## src/rtl/cpu_sequencer_if.sv

```systemverilog
// ---------------------------------------------------------------------------
// cpu_sequencer_if
// Bundles the sequencer's control and instruction-bus signals.
//   master : the sequencer (drives pc/ir/write enables/status)
//   slave  : the datapath / instruction memory / decoder side
// Signals:
//   run, instr_in, jump, branch, memwrite, regwrite, is_zero  -> sequencer
//   pc, ir, reg_we, mem_we, halted, state (, retired)         <- sequencer
// The retired count exists only when CPU_SEQ_PERF_EN is defined.
// ---------------------------------------------------------------------------
interface cpu_sequencer_if;
  logic        run;
  logic [15:0] instr_in;
  logic        jump;
  logic        branch;
  logic        memwrite;
  logic        regwrite;
  logic        is_zero;
  logic [15:0] pc;
  logic [15:0] ir;
  logic        reg_we;
  logic        mem_we;
  logic        halted;
  logic [2:0]  state;
`ifdef CPU_SEQ_PERF_EN
  logic [15:0] retired;
`endif

  modport master (
    input  run, instr_in, jump, branch, memwrite, regwrite, is_zero,
    output pc, ir, reg_we, mem_we, halted, state
`ifdef CPU_SEQ_PERF_EN
    , output retired
`endif
  );

  modport slave (
    output run, instr_in, jump, branch, memwrite, regwrite, is_zero,
    input  pc, ir, reg_we, mem_we, halted, state
`ifdef CPU_SEQ_PERF_EN
    , input retired
`endif
  );
endinterface

```

## src/rtl/cpu_sequencer.sv

```systemverilog
// ---------------------------------------------------------------------------
// cpu_sequencer
// Multi-cycle control sequencer for the 16-bit CPU. Owns pc and ir and steps
// each instruction through FETCH -> DECODE -> EXECUTE -> WRITEBACK (4 clk).
// Register-file and data-memory write enables are gated to WRITEBACK so each
// fires once per instruction. HALT is absorbing; only rst leaves it.
//
// Ports:
//   clk  - system clock, all state changes on the rising edge
//   rst  - synchronous active-high reset
//   bus  - cpu_sequencer_if.master (run, instr_in, decode flags, is_zero in;
//          pc, ir, reg_we, mem_we, halted, state, retired out)
//
// Parameters:
//   PC_RESET  - pc value loaded by rst
//   PC_LIMIT  - a fetch attempted at pc > PC_LIMIT halts instead
//   HALT_WORD - instruction encoding that halts the sequencer
//
// Optional feature macro: CPU_SEQ_PERF_EN adds the 16-bit retired-instruction
// counter (bus.retired). Without it the counter and port do not exist.
// ---------------------------------------------------------------------------
module cpu_sequencer #(
  parameter logic [15:0] PC_RESET  = 16'h0000,
  parameter logic [15:0] PC_LIMIT  = 16'hFFFF,
  parameter logic [15:0] HALT_WORD = 16'hFFFF
) (
  input  logic            clk,
  input  logic            rst,
  cpu_sequencer_if.master bus
);

  typedef enum logic [2:0] {
    FETCH     = 3'd0,
    DECODE    = 3'd1,
    EXECUTE   = 3'd2,
    WRITEBACK = 3'd3,
    HALT      = 3'd4
  } state_t;

  state_t      state_reg;
  logic [15:0] pc_reg;
  logic [15:0] ir_reg;
  logic        zero_q_reg;
  logic        halted_reg;

  logic [15:0] pc_next;
  logic [15:0] branch_offset;
  logic        pc_over_limit;

  // Sign-extended 7-bit branch displacement (-64..+63).
  assign branch_offset = {{9{ir_reg[6]}}, ir_reg[6:0]};

  // Widened by one bit so the comparison stays meaningful when PC_LIMIT is
  // the all-ones value (the limit can then never be exceeded).
  assign pc_over_limit = ({1'b0, pc_reg} > {1'b0, PC_LIMIT});

  // Next-pc selection; jump beats branch. All sums wrap at 16 bits.
  always_comb begin
    pc_next = pc_reg + 16'd1;
    if (bus.jump) begin
      pc_next = {pc_reg[15:13], ir_reg[12:0]};
    end else if (bus.branch && zero_q_reg) begin
      pc_next = pc_reg + 16'd1 + branch_offset;
    end
  end

  always_ff @(posedge clk) begin
    if (rst) begin
      state_reg  <= FETCH;
      pc_reg     <= PC_RESET;
      ir_reg     <= 16'h0000;
      zero_q_reg <= 1'b0;
      halted_reg <= 1'b0;
    end else begin
      case (state_reg)
        FETCH: begin
          // run is only consulted here, so dropping it mid-instruction lets
          // the current instruction finish before idling.
          if (bus.run) begin
            if (pc_over_limit) begin
              state_reg  <= HALT;
              halted_reg <= 1'b1;
            end else begin
              ir_reg    <= bus.instr_in;
              state_reg <= DECODE;
            end
          end
        end
        DECODE: begin
          if (ir_reg == HALT_WORD) begin
            state_reg  <= HALT;
            halted_reg <= 1'b1;
          end else begin
            state_reg <= EXECUTE;
          end
        end
        EXECUTE: begin
          // The zero flag is captured once so a branch decision cannot be
          // disturbed by the ALU output changing during WRITEBACK.
          zero_q_reg <= bus.is_zero;
          state_reg  <= WRITEBACK;
        end
        WRITEBACK: begin
          pc_reg    <= pc_next;
          state_reg <= FETCH;
        end
        HALT: begin
          state_reg <= HALT;
        end
        default: begin
          state_reg <= FETCH;
        end
      endcase
    end
  end

`ifdef CPU_SEQ_PERF_EN
  logic [15:0] retired_reg;

  // Counts WRITEBACK->FETCH transitions; naturally frozen in HALT because
  // WRITEBACK is never reached there.
  always_ff @(posedge clk) begin
    if (rst) begin
      retired_reg <= 16'h0000;
    end else if (state_reg == WRITEBACK) begin
      retired_reg <= retired_reg + 16'd1;
    end
  end

  assign bus.retired = retired_reg;
`endif

  // Write enables are combinational from the decode flags but qualified by
  // the WRITEBACK state and masked by rst so nothing is written in a reset
  // cycle, even one that interrupts WRITEBACK.
  assign bus.reg_we = (state_reg == WRITEBACK) && bus.regwrite && !rst;
  assign bus.mem_we = (state_reg == WRITEBACK) && bus.memwrite && !rst;

  assign bus.pc     = pc_reg;
  assign bus.ir     = ir_reg;
  assign bus.halted = halted_reg;
  assign bus.state  = state_reg;

endmodule

```

## src/flat_wrapper.sv

```systemverilog
// flat-port wrapper written by rule: the top's interface ports become plain ports
module cpu_sequencer_flat 
#(
  parameter logic [15:0] PC_RESET  = 16'h0000,
  parameter logic [15:0] PC_LIMIT  = 16'hFFFF,
  parameter logic [15:0] HALT_WORD = 16'hFFFF
)
  (clk, rst, bus_run, bus_instr_in, bus_jump, bus_branch, bus_memwrite, bus_regwrite, bus_is_zero, bus_pc, bus_ir, bus_reg_we, bus_mem_we, bus_halted, bus_state);
  cpu_sequencer_if bus_i ();
  input  logic clk;
  input  logic rst;
  input wire logic [$bits(bus_i.run)-1:0] bus_run;
  input wire logic [$bits(bus_i.instr_in)-1:0] bus_instr_in;
  input wire logic [$bits(bus_i.jump)-1:0] bus_jump;
  input wire logic [$bits(bus_i.branch)-1:0] bus_branch;
  input wire logic [$bits(bus_i.memwrite)-1:0] bus_memwrite;
  input wire logic [$bits(bus_i.regwrite)-1:0] bus_regwrite;
  input wire logic [$bits(bus_i.is_zero)-1:0] bus_is_zero;
  output wire logic [$bits(bus_i.pc)-1:0] bus_pc;
  output wire logic [$bits(bus_i.ir)-1:0] bus_ir;
  output wire logic [$bits(bus_i.reg_we)-1:0] bus_reg_we;
  output wire logic [$bits(bus_i.mem_we)-1:0] bus_mem_we;
  output wire logic [$bits(bus_i.halted)-1:0] bus_halted;
  output wire logic [$bits(bus_i.state)-1:0] bus_state;
  assign bus_i.run = bus_run;
  assign bus_i.instr_in = bus_instr_in;
  assign bus_i.jump = bus_jump;
  assign bus_i.branch = bus_branch;
  assign bus_i.memwrite = bus_memwrite;
  assign bus_i.regwrite = bus_regwrite;
  assign bus_i.is_zero = bus_is_zero;
  assign bus_pc = bus_i.pc;
  assign bus_ir = bus_i.ir;
  assign bus_reg_we = bus_i.reg_we;
  assign bus_mem_we = bus_i.mem_we;
  assign bus_halted = bus_i.halted;
  assign bus_state = bus_i.state;
  cpu_sequencer #(.PC_RESET(PC_RESET), .PC_LIMIT(PC_LIMIT), .HALT_WORD(HALT_WORD)) u_core (.clk(clk), .rst(rst), .bus(bus_i));
endmodule
```

## config.mk

```make
export PLATFORM = sky130hd
export DESIGN_NAME = cpu_sequencer_flat
export DESIGN_NICKNAME = d
export VERILOG_FILES = /design/src/rtl/cpu_sequencer_if.sv /design/src/rtl/cpu_sequencer.sv /design/src/flat_wrapper.sv
export SDC_FILE = /design/constraint.sdc
export NUM_CORES = 1
export LEC_CHECK = 0
export CAP_MARGIN = 20
export CORE_ASPECT_RATIO = 0.5
export CORE_MARGIN = 1
export CORE_UTILIZATION = 58
export DETAILED_ROUTE_END_ITERATION = 7
export DONT_BUFFER_PORTS = 1
export GPL_ROUTABILITY_DRIVEN = 0
export GPL_TIMING_DRIVEN = 0
export PLACE_DENSITY = 0.84
export SLEW_MARGIN = 20
export SYNTH_ARGS = -nofsm -noshare
export SYNTH_HDL_FRONTEND = slang
export SYNTH_SLANG_ARGS = --single-unit
export TNS_END_PERCENT = 10
```

## constraint.sdc

```tcl
create_clock -name clk -period 3 [get_ports clk]
set_input_delay 0.9 -clock clk [delete_from_list [all_inputs] [get_ports clk]]
set_output_delay 0.9 -clock clk [all_outputs]
set_load 0.03 [all_outputs]
```

== Word-level counts from Yosys, hierarchy flattened ==
Index checks and enable logic that the tools add are counted.
Operators by class
  reduce and logical (&&, ||, !) cells: 10
  add/subtract/negate cells: 2
  muxes and demuxes: 5
  equal/unequal tests: 6
  bitwise logic cells: 1
Operator list (count)
  $add 16x1->16 const B: 1
  $add 16x16->16: 1
  $eq 16x16->1 const B: 1
  $mux 16: 1
  $mux 13: 1
  $pmux 3 s4: 1
  $eq 3x2->1 const B: 2
  $mux 3: 2
  $reduce_and 2->1: 3
  $logic_and 1x1->1: 5
  $eq 3x1->1 const B: 1
  $eq 3x3->1 const B: 1
  $logic_not 3->1: 1
  $ne 2x2->1 const B: 1
  $logic_not 1->1: 1
  $not 1->1: 1
Word-level totals
  register bits after elaboration: 37
  word-level logic and storage cells: 30

== Depth between registers and ports, before layout ==
Gate-level depths: netlist of the first run.
  depth after elaboration: 4
  depth in mapped cells: 12

== Worst setup path after synthesis of the first run ==
Ideal clock, no wire load.
  kind: register to register
  from: register u_core.pc_reg[6], in the netlist u_core.bus.pc[6]
  to: register u_core.pc_reg[15], in the netlist u_core.bus.pc[15]
  slack: -0.228 ns
  arrival time: 3.104 ns
  buffers on the path: 0
  stages on the path, launching flop included: 13
  required time: 2.877 ns
  library setup time: 0.123 ns
  cell sequence: dfxtp_1 -> and4_1 -> nand3_1 -> or3_1 -> nand2_1 -> ha_1 -> a21oi_1 -> o21bai_1 -> a211o_1 -> o22ai_1 -> mux2i_1 -> mux2i_1 -> mux2_1
Between the ends
  word-level cells in the longest chain between the ends: 3
Ends and longest elaborated chain
  from (decl): RTL line cpu_sequencer.sv:41  | logic [15:0] pc_reg;
  from (signal assigned): RTL line cpu_sequencer.sv:104  | pc_reg <= pc_next;
  $add 16x1->16 *: RTL line cpu_sequencer.sv:59, cpu_sequencer.sv:63
  $add 16x16->16: RTL line cpu_sequencer.sv:63  | pc_next = pc_reg + 16'd1 + branch_offset;
  $mux 16 *: RTL line cpu_sequencer.sv:62  | end else if (bus.branch && zero_q_reg) begin
Mark *: on every way between the ends. The rest lies on a longest branch, timed or not.
A chain may end at the register's enable or synchronous reset.

== Final worst setup path of the first run ==
  from: register u_core.pc_reg[0], in the netlist u_core.bus.pc[0]
  to: register u_core.pc_reg[15], in the netlist u_core.bus.pc[15]
The elaborated chain is that of the path after synthesis.

==> results of run 1 <==
through the flow:
stage	power, mW	worst slack (ns)	cell area, um^2	util, %
finish	1.177	-0.3137	3178	77.06
global route	1.217	-0.4048	3178	77.06
CTS	1.154	-0.1578	2962	71.81
detailed placement	0.7424	-0.3987	2735	66.32
global placement	0.7344	-0.2213	2735	66.32
floorplan	0.6993	0.02925	2668	-
worst min-delay path, delay by kind of cell, from the launching register on:
kind            cells  cell delay (ns)
simple gates        1             0.06
compound gates      1             0.06
flops               1             0.34
cell families after synthesis:
family          synth area share [%]
xor+xnor                       7.330
simple gates                   26.65
fa+ha+maj                      9.329
mux                            1.951
flops                          28.18
compound gates                 23.13
buf+inv                        3.427
cell usage in the layout (no fill, tap or decap), drive strengths merged, types with 2 or more instances in the layout:
cell / Yosys / routed
a2111o: 2 / 2
a21o: 4 / 4
a21oi: 48 / 48
a22oi: 2 / 2
a311oi: 2 / 2
a31oi: 3 / 3
and2: 3 / 3
and3: 2 / 2
and4: 3 / 3
buf: 1 / 15
clkbuf: 14 / 21
dfxtp: 37 / 37
ha: 18 / 18
inv: 9 / 9
mux2i: 4 / 4
nand2: 70 / 70
nand2b: 3 / 3
nand3: 13 / 13
nand3b: 3 / 3
nand4: 9 / 9
nor2: 33 / 33
nor2b: 2 / 2
nor3: 10 / 10
o211ai: 8 / 8
o21a: 4 / 4
o21ai: 9 / 9
o21bai: 2 / 2
or3: 2 / 2
xnor2: 14 / 14
xor2: 8 / 8
power by group through the flow:
stage	sequential [mW]	combinational, mW	clock [mW]
finish	0.585	0.177	0.415
global route	0.588	0.192	0.436
CTS	0.582	0.156	0.417
detailed placement	0.594	0.148	0
global placement	0.592	0.142	0
floorplan	0.582	0.118	0
worst min-delay path by stage:
stage                 startpoint                end  slack (ns)  depth (start not counted)
2_1_floorplan  u_core.zero_q_reg  u_core.zero_q_reg        0.44                          2
3_3_place_gp   u_core.zero_q_reg  u_core.zero_q_reg        0.47                          2
3_5_place_dp   u_core.zero_q_reg  u_core.zero_q_reg        0.48                          2
4_1_cts        u_core.zero_q_reg  u_core.zero_q_reg        0.49                          2
5_1_grt        u_core.zero_q_reg  u_core.zero_q_reg        0.55                          2
6_report       u_core.zero_q_reg  u_core.zero_q_reg        0.50                          2
timing repair:
item                                    in CTS  in global routing
resized for setup                           17                 30
endpoints found under the setup margin       6                  6
setup buffers                                6                  8
pin swaps                                    8                 15
final cells by class:
type	count	area share, %
repair buffers	14	3.819
inverters	9	1.142
well taps	54	2.126
multi-input cells	297	63.15
flip-flops and latches	37	24.65
clock buffers	7	3.071
clock inverters	1	0.2756
plain buffers	15	1.772
layer usage:
layer | vias to the layer above | global-route usage [%] | share of wire (%)
met1 | 1400 | 43.74 | 39
met4 | 0 | 16.42 | 5.9
met2 | 270 | 52.93 | 42
met3 | 90 | 10.07 | 13
met5 | - | 0 | 0
li1 | 1325 | - | -
Yosys cell counts (2+ instances only):
cell type / number / area [um^2]
a2111o_1: 2 / 22.52
a21o_1: 3 / 22.52
a21oi_1: 46 / 230.2
a21oi_2: 2 / 17.52
a22oi_1: 2 / 15.01
a311oi_1: 2 / 17.52
a31oi_1: 3 / 18.77
and2_1: 3 / 18.77
and3_1: 2 / 12.51
and4_1: 3 / 26.28
clkbuf_1: 14 / 52.55
dfxtp_1: 37 / 740.7
ha_1: 18 / 225.2
inv_1: 8 / 30.03
mux2i_1: 4 / 40.04
nand2_1: 69 / 259.0
nand2b_1: 3 / 18.77
nand3_1: 13 / 65.06
nand3b_1: 3 / 22.52
nand4_1: 9 / 56.30
nor2_1: 32 / 120.1
nor2b_1: 2 / 12.51
nor3_1: 10 / 50.05
o211ai_1: 8 / 60.06
o21a_1: 4 / 30.03
o21ai_0: 4 / 20.02
o21ai_1: 5 / 25.02
o21bai_1: 2 / 15.01
or3_1: 2 / 12.51
xnor2_1: 14 / 122.6
xor2_1: 8 / 70.07
==> results.py, run 1 <==
metrics = {
    "synth": {
        "avgSynthCellArea_um2": 7.343,
        "synth-edff-count": 0,
        "synth_flop_cell": "dfxtp_1",
        "synthCells": 358,
        "synth.distinct_cells": 52,
        "syn-num-nets": 401,
        "synth_seq_area_share_pct": 28.18,
        "synth_area_um2": 2629,
        "async_flop_share_pct": 0,
        "yosys_warnings": 0,
        "synth-seq-cells": 37,
    },
    "worst_setup_path": {
        "worst-path-stages": 12,
        "r2r_cells": 12,
        "ff2ff_setup_slack_ns": -0.31,
        "path_max_fanout": 7,
        "worstPathArrival_ns": 3.52,
        "crit_path_end": "u_core.bus.pc[15]",
        "worstPathRequired_ns": 3.20,
        "crit_chain": "nand2_1 -> nor2_4 -> nand2_1 -> xnor2_2 -> ha_2 -> inv_1 -> a2111o_1 -> a21oi_2 -> o22ai_2 -> mux2i_1 -> mux2i_1 -> mux2_1",
        "critical_path.startpoint_type": "flop",
        "worst_path_max_delay_cell": "dfxtp_4",
        "critPathMaxStageDelay_ns": 0.46,
        "path_delay_family": "multiplexers",
        "worst_setup_path_end_kind": "flop",
        "crit_buf_inv": 1,
        "reg2reg_to": "u_core.bus.pc[15]",
        "r2r_start": "u_core.bus.pc[0]",
        "path_class": "reg -> reg",
        "crit_start": "u_core.bus.pc[0]",
    },
    "die": {
        "die_w_um": 97.21,
        "die_y_um": 49.61,
        "io_pins": 62,
        "start_util_pct": 63.74,
        "die_area_um2": 4822,
        "core_um2": 4124,
        "core.rowCount": 16,
    },
    "cells_and_area": {
        "nNetsFinal": 422,
        "multi_input_area_um2": 2007,
        "syn_to_final_growth_pct": 20.89,
        "nFillCells": 280,
        "ff_latch_area_um2": 783.3,
        "diodes": 0,
        "drive_gt1_share_pct": 18.95,
        "fin_cells": 434,
    },
    "power_and_ir_drop": {
        "p_leak_nw": 1.242,
        "powerDensity_nw_per_um2": 370.4,
        "vdd_drop_max_v": 0.0003273,
        "switching_power_mw": 0.3898,
        "intPower_mw": 0.7874,
        "p_sw_share_pct": 33.11,
        "p_comb_share_pct": 15.1,
        "clockPowerShare_pct": 35.2,
        "pwr-share-seq_pct": 49.7,
    },
    "outcome": {
        "violations": "negative setup slack",
        "status": "finished, violations left",
    },
    "clock_network": {
        "htreeDepth": 2,
        "cts.sinks": 37,
        "clk_pin_slew_worst_paths_ns": 0.09,
        "cts_hold_buf": 0,
        "clock_latency_ns": 0.31,
        "cts_root_buf": "clkbuf_8",
        "cts_max_path_buffers": 2,
        "cts_tree": "built",
        "cts_made_buffers": 5,
    },
    "timing": {
        "slew_headroom_pct": 57.48,
        "hold_viol": 0,
        "holdWs_ns": 0.4960,
        "fin_crit_ns": 3.314,
        "layout_setup_ws_ns": -0.3137,
        "min_period_over_period_pct": 110.5,
        "fin_skew_ns": 0.01582,
        "max_freq_mhz": 301.8,
        "slew_violations": 0,
        "setup_viol": 2,
        "setup-tns-final_ns": -0.5596,
        "rsz0062_at_grt": "yes",
        "tightest_slew_ns": 0.6378,
    },
    "worst_hold_path": {
        "min_path_type": "reg -> reg",
    },
    "route": {
        "drc_errors": 0,
        "routedWlPerCell_um": 20.74,
        "vias": 3085,
        "firstDrtPassIters": 7,
        "vias_per_cell": 7.108,
        "drt-total-wl_mm": 9.002,
        "postRouteAntennaNets": 0,
        "drt-initial-drc-count": 470,
    },
    "global_route": {
        "antenna_found_initial": 0,
        "grt_max_degree": 18,
        "grt_pass1_wl_mm": 12.87,
        "grt_pass1_vias": 2708,
        "grt_overflow_total": 0,
        "grt.total_usage_pct": 34.04,
    },
    "place": {
        "port_buffers": 0,
        "dp.cells": 412,
        "hpwl_mm": 5.728,
    },
    "run": {
        "drv_cap": 0,
    },
}
(Power assumes the default switching activity.)
==> run 2, diff against run 1 <==
--- a/config.mk
+++ b/config.mk
@@ -5,15 +5,16 @@
 export SDC_FILE = /design/constraint.sdc
 export NUM_CORES = 1
 export LEC_CHECK = 0
+export ABC_AREA = 1
 export CAP_MARGIN = 20
 export CORE_ASPECT_RATIO = 0.5
 export CORE_MARGIN = 1
-export CORE_UTILIZATION = 58
+export CORE_UTILIZATION = 30
 export DETAILED_ROUTE_END_ITERATION = 7
 export DONT_BUFFER_PORTS = 1
 export GPL_ROUTABILITY_DRIVEN = 0
 export GPL_TIMING_DRIVEN = 0
-export PLACE_DENSITY = 0.84
+export PLACE_DENSITY = 0.53
 export SLEW_MARGIN = 20
 export SYNTH_ARGS = -nofsm -noshare
 export SYNTH_HDL_FRONTEND = slang
==> results.py, run 2 <==
metrics = {
    "power_and_ir_drop": {
        "pwr-share-seq_pct": 42.9,
        "total_power_mw": 1.486,
        "intPower_mw": 0.9999,
        "p_sw_share_pct": 32.70,
        "powerDensity_nw_per_um2": 437.1,
        "p_leak_nw": 1.571,
        "p_comb_share_pct": 16.0,
        "switching_power_mw": 0.4859,
        "vdd_drop_max_v": 0.0002082,
        "clockPowerShare_pct": 41.1,
    },
    "global_route": {
        "antenna_found_initial": 0,
        "grt_max_degree": 16,
        "use_met3_pct": 3.018,
        "grt_overflow_total": 0,
        "met1_usage_pct": 25.40,
        "grt_pass1_wl_mm": 14.28,
        "grt_use_met2_pct": 27.89,
        "grt.total_usage_pct": 17.74,
        "grt_pass1_vias": 2792,
        "grt-busiest-layer": "met2",
    },
    "clock_network": {
        "cts_made_buffers": 5,
        "cts_max_path_buffers": 2,
        "cts_tree": "built",
        "cts_root_buf": "clkbuf_16",
        "cts.sinks": 37,
        "clock_latency_ns": 0.28,
        "clk_pin_slew_worst_paths_ns": 0.06,
        "cts_hold_buf": 0,
        "htreeDepth": 2,
    },
    "die": {
        "core.rowCount": 25,
        "io_pins": 62,
        "die_w_um": 143.4,
        "die_y_um": 72.72,
        "die_area_um2": 10430,
        "core_um2": 9572,
        "start_util_pct": 31.35,
    },
    "cells_and_area": {
        "final_cell_mix": "nand2_1 (129), inv_1 (68), a21oi_1 (51), nand3_1 (34), nor2_1 (30)",
        "diodes": 0,
        "drive_gt1_share_pct": 10.71,
        "layout_commonest_cell": "nand2_1",
        "nFillCells": 1091,
        "syn_to_final_growth_pct": 13.30,
        "fin_area_um2": 3400,
        "nNetsFinal": 537,
        "fin_cells": 630,
        "postLayoutCoreUtil_pct": 35.52,
    },
    "worst_setup_path": {
        "worstPathArrival_ns": 1.95,
        "r2r_cells": 17,
        "reg2reg_to": "u_core.bus.pc[15]",
        "crit_start": "u_core.bus.state[1]",
        "r2r_start": "u_core.bus.pc[0]",
        "crit_path_end": "bus_reg_we",
        "worst_setup_path_end_kind": "output pin",
        "ff2ff_setup_slack_ns": 0.24,
        "path_max_fanout": 9,
        "path_class": "reg -> out",
        "worstPathRequired_ns": 2.10,
        "critical_path.startpoint_type": "flop",
    },
    "synth": {
        "synth_flop_cell": "dfxtp_1",
        "synth_xor_area_share_pct": 2.836,
        "synth.area.top_cells": "dfxtp_1 (25%), nand2_1 (16%), a21oi_1 (8.8%)",
        "yosysMostFrequentCell": "nand2_1",
        "synth_top_family_by_area": "simple AND/OR/NAND/NOR gates",
        "synth_seq_area_share_pct": 24.69,
        "synth_area_um2": 3000,
        "synth_top_area_share_pct": 24.69,
        "synthAdderAreaFrac_pct": 8.173,
        "synth.distinct_cells": 38,
        "yosys.area.top_type": "dfxtp_1",
        "synth-seq-cells": 37,
        "avgSynthCellArea_um2": 6.186,
        "yosys_warnings": 0,
        "yosys-top-cells-count": "nand2_1 (129), inv_1 (68), a21oi_1 (53)",
        "syn-num-nets": 528,
        "synthMuxAreaShare_pct": 0,
        "synth-edff-count": 0,
        "synth_compound_area_share_pct": 16.68,
        "synthCells": 485,
        "yosys.area_share.simple_pct": 36.45,
        "async_flop_share_pct": 0,
    },
    "place": {
        "dpl_cell_area_um2": 3169,
        "hpwl_mm": 7.191,
        "post-place-ws_ns": -0.2172,
        "port_buffers": 0,
        "dp.cells": 620,
    },
    "route": {
        "firstDrtPassIters": 5,
        "postRouteAntennaNets": 0,
        "routedWlPerCell_um": 14.25,
        "drt-total-wl_mm": 8.977,
        "vias": 3028,
        "drt-initial-drc-count": 218,
        "vias_per_cell": 4.806,
        "drc_errors": 0,
    },
    "run": {
        "drv_cap": 0,
    },
    "timing": {
        "slew_headroom_pct": 35.38,
        "layout_setup_ws_ns": 0.1488,
        "max_freq_mhz": 350.7,
        "holdWs_ns": 0.5432,
        "slew_violations": 0,
        "fin_skew_ns": 0.003815,
        "rsz0062_at_grt": "no",
        "hold_viol": 0,
        "tightest_slew_ns": 0.9680,
        "fin_crit_ns": 2.851,
        "min_period_over_period_pct": 95.04,
        "setup-tns-final_ns": 0,
        "setup_viol": 0,
    },
    "worst_hold_path": {
        "hold_path_depth": 2,
        "min_path_type": "reg -> reg",
        "hold_start": "u_core.zero_q_reg",
    },
    "outcome": {
        "status": "finished clean",
    },
}
[run 2: kinds of logic after synthesis]
logic type                 after synthesis
DFF                                     37
xor gates and xnor gates                 8
and+or+nand+nor                        239
AOI/OAI and AO/OA                       94
adders and majority gates               19
buffers and inverters                   88
[run 2: layer usage]
metal | wire [um] | part of all wire, %
met2 | 3811 | 42
met1 | 4635 | 52
met3 | 409 | 4.6
met5 | 0 | 0
met4 | 121 | 1.3
[run 2: timing repair]
| item | CTS | global route |
|---|---|---|
| gates resized for setup | 2 | 16 |
| pin swaps | 0 | 1 |
| endpoints found under the setup margin | 8 | 9 |
| buffers inserted | 0 | 2 |
[run 2: worst min path at each step]
stage,end,slack [ns]
floorplan,u_core.zero_q_reg,0.48
global placement,u_core.zero_q_reg,0.52
detailed placement,u_core.zero_q_reg,0.53
CTS,u_core.zero_q_reg,0.55
global route,u_core.zero_q_reg,0.58
finish,u_core.zero_q_reg,0.54
[run 2: final cells by class]
class	count	area, um^2	area share [%]
clock buffers	6	128.9	3.791
flip-flops and latches	37	758.2	22.30
well taps	135	168.9	4.969
plain buffers	14	57.56	1.693
repair buffers	2	20.02	0.5889
multi-input cells	360	1949	57.34
inverters	74	277.8	8.171
clock inverters	2	38.79	1.141
[run 2: power by group through the flow]
stage	Sequential [mW]	Combinational (mW)	Clock (mW)
floorplan	0.630	0.179	0
global placement	0.650	0.231	0
detailed placement	0.649	0.234	0
CTS	0.639	0.235	0.614
global route	0.644	0.270	0.641
finish	0.638	0.238	0.610
[run 2: worst max-delay path, cell delays in order, from the launching register on]
cell and delay, ns:
dfxtp_1 0.58, inv_1 0.17, nor3_4 0.38, nand2_1 0.09, nor2_1 0.44
